<file path="config.mk">
export PLATFORM = sky130hd
export DESIGN_NAME = booth_mult_param
export DESIGN_NICKNAME = d
export VERILOG_FILES = /design/src/rtl/booth_mult_param.sv
export SDC_FILE = /design/constraint.sdc
export NUM_CORES = 1
export LEC_CHECK = 0
export ABC_AREA = 1
export CAP_MARGIN = 25
export CORE_UTILIZATION = 48
export CTS_BUF_LIST = sky130_fd_sc_hd__clkbuf_16
export CTS_CLUSTER_SIZE = 30
export DETAILED_ROUTE_END_ITERATION = 10
export GPL_ROUTABILITY_DRIVEN = 0
export MAX_ROUTING_LAYER = met4
export PLACE_DENSITY_LB_ADDON = 0.3
export SLEW_MARGIN = 20
export SYNTH_ARGS = -nofsm -noshare
export SYNTH_HDL_FRONTEND = slang
export SYNTH_SLANG_ARGS = --single-unit
</file>
<file path="constraint.sdc">
create_clock -name clk -period 3.65 [get_ports clk]
set_input_delay 0.365 -clock clk [delete_from_list [all_inputs] [get_ports clk]]
set_output_delay 0.365 -clock clk [all_outputs]
set_load 0.02 [all_outputs]
</file>
<file path="src/rtl/booth_mult_param.sv">
// ---------------------------------------------------------------------------
// booth_mult_param
//
// Multi-cycle radix-2 Booth multiplier. It serves as the MULT/MULTU unit that
// feeds the HI/LO registers of the MIPS datapath.
//
// The operands are extended to N = WIDTH+1 bits. The extension is a sign
// extension for signed mode and a zero extension for unsigned mode, so one
// signed Booth engine covers both instructions. The engine always runs N
// iterations. The low 2*WIDTH bits of the 2N-bit product are exact in both
// modes.
//
// Ports:
//   clk          clock, all state changes on the rising edge
//   rst          synchronous active-high reset
//   start        request, only honoured in IDLE or DONE
//   signed_mode  1 = signed (MULT), 0 = unsigned (MULTU), sampled with start
//   X            multiplicand, sampled with start
//   Y            multiplier, sampled with start
//   busy         high while the Booth iterations run
//   done         one-cycle pulse when high/low carry a new result
//   high         upper WIDTH bits of the product
//   low          lower WIDTH bits of the product
// ---------------------------------------------------------------------------
module booth_mult_param #(
  parameter int WIDTH = 32,
  parameter int CW    = 7
) (
  input  logic             clk,
  input  logic             rst,
  input  logic             start,
  input  logic             signed_mode,
  input  logic [WIDTH-1:0] X,
  input  logic [WIDTH-1:0] Y,
  output logic             busy,
  output logic             done,
  output logic [WIDTH-1:0] high,
  output logic [WIDTH-1:0] low
);

  localparam int N = WIDTH + 1;

  typedef enum logic [1:0] {
    IDLE = 2'd0,
    RUN  = 2'd1,
    DONE = 2'd2
  } state_t;

  // Extend an operand to N bits according to the requested mode.
  function automatic logic [N-1:0] ext_op(input logic [WIDTH-1:0] v,
                                          input logic sgn);
    ext_op = {sgn & v[WIDTH-1], v};
  endfunction

  state_t           state_r, state_s;
  // Accumulator is one bit wider than the operands so that A +/- M never overflows.
  logic [N:0]       acc_r, acc_s;
  logic [N:0]       m_r, m_s;
  logic [N-1:0]     q_r, q_s;
  logic             qm1_r, qm1_s;
  logic [CW-1:0]    cnt_r, cnt_s;
  logic             busy_r, busy_s;
  logic             done_r, done_s;
  logic [WIDTH-1:0] high_r, high_s;
  logic [WIDTH-1:0] low_r, low_s;

  logic [N:0]       sum_s;
  logic [N:0]       acc_sh_s;
  logic [N-1:0]     q_sh_s;
  logic [N-1:0]     x_ext_s;
  logic [2*WIDTH-1:0] prod_s;

  // Operand extension applied at accept time.
  always_comb begin
    x_ext_s = ext_op(X, signed_mode);
  end

  // One Booth step: add/subtract selected by {Q[0],Q-1}, then arithmetic shift right.
  always_comb begin
    sum_s = acc_r;
    case ({q_r[0], qm1_r})
      2'b10:   sum_s = acc_r - m_r;
      2'b01:   sum_s = acc_r + m_r;
      default: sum_s = acc_r;
    endcase
    acc_sh_s = {sum_s[N], sum_s[N:1]};
    q_sh_s   = {sum_s[0], q_r[N-1:1]};
    // The full product after the last step is {acc[N-1:0], q}. Only its low 2*WIDTH bits are kept.
    prod_s   = {acc_sh_s[WIDTH-2:0], q_sh_s};
  end

  // Next-state and next-datapath logic for the IDLE/RUN/DONE sequencer.
  always_comb begin
    state_s = state_r;
    acc_s   = acc_r;
    m_s     = m_r;
    q_s     = q_r;
    qm1_s   = qm1_r;
    cnt_s   = cnt_r;
    busy_s  = 1'b0;
    done_s  = 1'b0;
    high_s  = high_r;
    low_s   = low_r;
    case (state_r)
      IDLE, DONE: begin
        if (start) begin
          state_s = RUN;
          busy_s  = 1'b1;
          acc_s   = {(N+1){1'b0}};
          m_s     = {x_ext_s[N-1], x_ext_s};
          q_s     = ext_op(Y, signed_mode);
          qm1_s   = 1'b0;
          cnt_s   = {CW{1'b0}};
        end else begin
          state_s = IDLE;
        end
      end
      RUN: begin
        acc_s = acc_sh_s;
        q_s   = q_sh_s;
        qm1_s = q_r[0];
        cnt_s = cnt_r + CW'(1);
        if (cnt_r == CW'(N - 1)) begin
          // Last step: publish the result and pulse done on the same edge.
          state_s = DONE;
          done_s  = 1'b1;
          high_s  = prod_s[2*WIDTH-1:WIDTH];
          low_s   = prod_s[WIDTH-1:0];
        end else begin
          busy_s = 1'b1;
        end
      end
      default: begin
        state_s = IDLE;
      end
    endcase
  end

  // State register.
  always_ff @(posedge clk) begin
    if (rst) begin
      state_r <= IDLE;
    end else begin
      state_r <= state_s;
    end
  end

  // Datapath and output registers. Reset also discards any partial result.
  always_ff @(posedge clk) begin
    if (rst) begin
      acc_r  <= {(N+1){1'b0}};
      m_r    <= {(N+1){1'b0}};
      q_r    <= {N{1'b0}};
      qm1_r  <= 1'b0;
      cnt_r  <= {CW{1'b0}};
      busy_r <= 1'b0;
      done_r <= 1'b0;
      high_r <= {WIDTH{1'b0}};
      low_r  <= {WIDTH{1'b0}};
    end else begin
      acc_r  <= acc_s;
      m_r    <= m_s;
      q_r    <= q_s;
      qm1_r  <= qm1_s;
      cnt_r  <= cnt_s;
      busy_r <= busy_s;
      done_r <= done_s;
      high_r <= high_s;
      low_r  <= low_s;
    end
  end

  assign busy = busy_r;
  assign done = done_r;
  assign high = high_r;
  assign low  = low_r;

endmodule

</file>
* After elaboration in Yosys (flattened, before gate mapping) *
Cells that the tools add are included.

word-level totals
  register bits = 176
  output and inout bits = 66
  logic and storage cells = 46

operators by class
  add/sub/neg operators = 3
  equal/unequal tests = 7
  mux-type cells = 16
  bitwise logic cells = 3
  reduce and logical (&&, ||, !) cells = 7

operator list
  kind                                                 count
  one-hot mux 34 bit (2 select lines)                  2
  one-hot mux 33 bit (2 select lines)                  1
  adder 34 bit                                         1
  2-to-1 mux 34 bit                                    1
  subtractor 34 bit                                    1
  2-to-1 mux 33 bit                                    1
  one-hot mux 7 bit (2 select lines)                   1
  adder 7 x 1 -> 7 bit, second input constant          1
  equality test 7 x 6 -> 1 bit, second input constant  1
  2-to-1 mux 7 bit                                     1
  AND reduction 2 bit                                  3
  2-to-1 mux 1 bit                                     5
  equality test 2 x 1 -> 1 bit, second input constant  2
  equality test 2 bit, second input constant           2
  inequality test 2 bit, second input constant         2
  one-hot mux 1 bit (2 select lines)                   2
  one-hot mux 2 bit (2 select lines)                   1
  OR reduction 2 bit                                   2
  bitwise AND 1 bit                                    2
  zero test 2 bit                                      1
  2-to-1 mux 2 bit                                     1
  nonzero test 2 bit                                   1
  NOT 1 bit                                            1

* Logic depth before layout (Yosys ltp) *
  depth in word-level cells = 4
  gate-level depth with buffers = 25

* Worst setup path before layout *
OpenSTA, ideal clock, no wires.

  path kind = register to register
  from = register m_r[0]
  to = register high_r[29] (netlist: high[29])
  arrival time = 2.737 ns
  data required time = 3.541 ns
  setup slack = 0.804 ns
  stages on the path, launching flop included = 23
  clock period less this slack = 2.846 ns
  cell sequence = dfxtp_1 -> inv_1 -> ha_1 -> nand3_4 -> nor3_4 -> nand3b_4 -> or2_4 -> o21ai_4 -> o21ai_2 -> xor2_1 -> ha_1 -> nand2_1 -> nor2_1 -> nor2_1 -> nand2_1 -> a21oi_1 -> nand2_1 -> nand2_1 -> nand3_1 -> nand2_1 -> nand2_1 -> nand2_1 -> inv_1

between the ends
  longest elaborated chain between the ends = 2
  elaborated cells on any way between the ends = 3
  those cells by class = add/sub: 2; mux: 1

RTL lines
  what                                               RTL line  text
  start: declaration                                 58        logic [N:0] m_r, m_s;
  start signal: assignment                           152       m_r <= {(N+1){1'b0}};
  start signal: assignment                           162       m_r <= m_s;
  adder 34 bit or subtractor 34 bit (tied branches)  83, 82
  one-hot mux 34 bit (2 select lines) (*)            81        case ({q_r[0], qm1_r})
  end signal: assignment                             158       high_r <= {WIDTH{1'b0}};
  end signal: assignment                             168       high_r <= high_s;
  end: declaration                                   64        logic [WIDTH-1:0] high_r, high_s;

Every way passes the cells marked *; elsewhere a longest branch is shown, timed or not.
A chain may end at the register's enable or synchronous reset.

* Final worst setup path *
  from = register m_r[1]
  to = register high_r[26] (netlist: high[26])

The elaborated chain is that of the path after synthesis.

==> impl_metrics.toml <==
[sta]
hold_violations = 0
fin_skew_ns = 0.01530
maxSlewViolCount = 0
period_needed_ns = 3.395
fmax_ghz = 0.2946
timing.final.crit_share_pct = 93.00
setup_viol = 0
tightest_slew_ns = 0.7487
slew-limit-headroom_pct = 50.09
finalSetupTns_ns = 0
timing.final.ws_setup_ns = 0.2555

[flow_run]
maxCapViolations = 0

[place]
place_inst = 1943
portBuffers = 133
placed_cell_area_mm2 = 0.01189
pre_cts_ws_ns = 0.2791
hpwl_um = 21890

[global_routing]
grt_pass1_vias = 9903
antenna_found_initial = 0
grt_pass1_wl_um = 48380
grt_start_max_net_pins = 61
grt-ovfl-total = 0
globalRouteTotalUtil_pct = 28.46

[pwr]
power.share.clock_pct = 35.3
seq_power_share_pct = 39.1
p_per_area_mw_per_mm2 = 418.5
p_comb_share_pct = 25.6
sw_frac_of_total_pct = 35.55
ir_worst_vdd_uv = 327.3
p_int_w = 0.003367
totalPowerFinal_w = 0.005225
p_leak_nw = 5.733
switching_power_w = 0.001857

[synth]
synthesis.area_mm2 = 0.01036
synth_commonest_cells = "nand2_1 (415), inv_1 (223), nor2_1 (176)"
synth.distinct_cells = 49
synth_most_common_cell = "nand2_1"
ys.flop_type = "dfxtp_1"
syn_nets = 1691
synthCells = 1585
synth-edff-count = 0
async_flop_share_pct = 0
synth_top_area_share_pct = 33.81
yosysTopAreaCell = "dfxtp_1"
ys_seq_area_share_pct = 33.81
yosys_warnings = 0
syn-mean-instance-area_um2 = 6.537
yosys-top-cells-area = "dfxtp_1 (34%), nand2_1 (15%), inv_1 (8.1%)"
ys_ff_latch = 175

[outcome]
outcome = "finished clean"

[layout]
design_area_mm2 = 0.01248
drive_gt1_share_pct = 6.941
final_cells = 1975
area_growth_pct = 20.48
nets = 1793
antenna-diode-count = 0

[detailed_routing]
dr.pass1.iters = 6
routedWlPerCell_um = 15.22
routed_wirelength_um = 30060
vias = 10420
viasPerCell = 5.276
drc = 0
drt_iter0_markers = 674
postRouteAntennaNets = 0

[critical_path]
critPathMaxFanout = 5
worst_ep_arrival_time_ns = 3.73
end_kind = "flip-flop"
critPathKind = "reg2reg"
cp-start-kind = "flip-flop"
required_ns = 3.99

[floorplan]
start_util_pct = 49.13
ios = 134
core_area_mm2 = 0.02109
fp.dieW_um = 148.9
rows = 53
dieArea_mm2 = 0.02218
die_h_um = 148.9

[clock_network]
cts_sinks = 175
clk_pin_slew_ns = 0.08
cts_setup_buffers = 0
cts_buffers = 17
cts.path.max_buffers = 2
postCtsHoldBufs = 0
cts_max_level = 4
cts-root-buf = "clkbuf_16"
clkLatencyLatePin_ns = 0.44
cts_tree = "done"

[worst_hold_path]
hold_path.class = "in2reg"
-- sequential cells by signal, indices dropped and copies added (netlist names) --
name	flops
acc_r	33
busy	1
qm1_r	1
state_r	2
m_r	33
high	32
q_r	33
low	32
done	1
cnt_r	7
-- placed cells by master, fill, tap and decap left out, types with 4 or more instances in the layout --
cell type and count:
nand2_1 414, inv_1 223, nor2_1 176, dfxtp_1 175, nand3_1 132, clkdlybuf4s50_1 132, a21oi_1 85, o21ai_0 60
ha_1 37, a221oi_1 29, xor2_1 28, o21ai_1 26, or2_2 18, clkbuf_16 17, nand2_2 13, buf_4 13
nand4_1 11, nor3_1 10, a31oi_1 10, xnor2_1 10, nand3_2 9, inv_2 7, and2_1 5, inv_6 5
nor2_4 4, o22ai_1 4, inv_8 4
-- cell families after synthesis --
| family | synth area share (%) |
|---|---|
| adder cells (fa/ha/maj) | 4.661 |
| AND/OR/NAND/NOR | 34.10 |
| AO/OA/AOI/OAI | 13.17 |
| flip-flops | 33.81 |
| buffers and inverters | 11.04 |
| XOR/XNOR | 3.212 |
-- critical path: stages (launching register included) --
cell and delay [ns]:
dfxtp_1 0.32, inv_1 0.10, ha_1 0.23, nand3_4 0.10, nor3_4 0.20, nand3b_4 0.14, or2_4 0.26, o21ai_4 0.18
xor2_1 0.11, ha_1 0.40, nand2_1 0.10, inv_1 0.10, nand2_1 0.10, nor3_2 0.20, and2_1 0.16, nand2_1 0.09
nand3_1 0.10, nand3_1 0.12, nand2_1 0.11, nand2_1 0.05, nand2_1 0.06, inv_1 0.04
-- through the flow --
stage | hold slack (ns) | utilization [%]
after floorplan | 0.4391 | -
after global placement | 0.4488 | 56.37
after detailed placement | 0.4600 | 56.37
after CTS | 0.4380 | 59.17
after global routing | 0.4835 | 59.20
final | 0.4494 | 59.20
-- routing by layer --
metal  share of wire [%]  global-route usage, %
met1                  43                  34.23
met2                  46                  46.63
met3                 8.0                  5.596
met4                 3.0                  11.33
met5                   0                      -
-- worst paths after layout --
check                       from                     to  slack, ns  cells past startpoint
max          m_r[1]$_SDFFE_PP0P_  high[26]$_SDFFE_PP0P_       0.26                     21
min                          rst   m_r[18]$_SDFFE_PP0P_       0.45                      4
max reg2reg  m_r[1]$_SDFFE_PP0P_  high[26]$_SDFFE_PP0P_       0.26                     21
min reg2reg   qm1_r$_SDFFE_PP0P_     qm1_r$_SDFFE_PP0P_       0.47                      2
-- area by class of cell --
| cell class | instances | area (µm²) |
|---|---|---|
| clock inverters | 15 | 165.2 |
| clock buffers | 17 | 425.4 |
| well taps | 275 | 344.1 |
| inverters | 229 | 859.6 |
| fillers | 1997 | 8605 |
| flip-flops and latches | 175 | 3503 |
| multi-input cells | 1116 | 5722 |
| repair buffers | 148 | 1464 |
-- power groups by stage --
stage               registers, W  clock network, W  logic (W)
floorplan                0.00207                 0   0.000959
detailed placement       0.00208                 0    0.00131
global placement         0.00208                 0    0.00129
global route             0.00205           0.00193    0.00150
CTS                      0.00204           0.00187    0.00132
finish                   0.00204           0.00185    0.00134
-- what timing repair did --
action / 4_1_cts / 5_1_grt
endpoints found under the hold margin: 0 / 0
setup endpoints to repair: 0 / 2
resized for setup: 0 / 1
No activity file was read; power rests on OpenSTA's default activity.
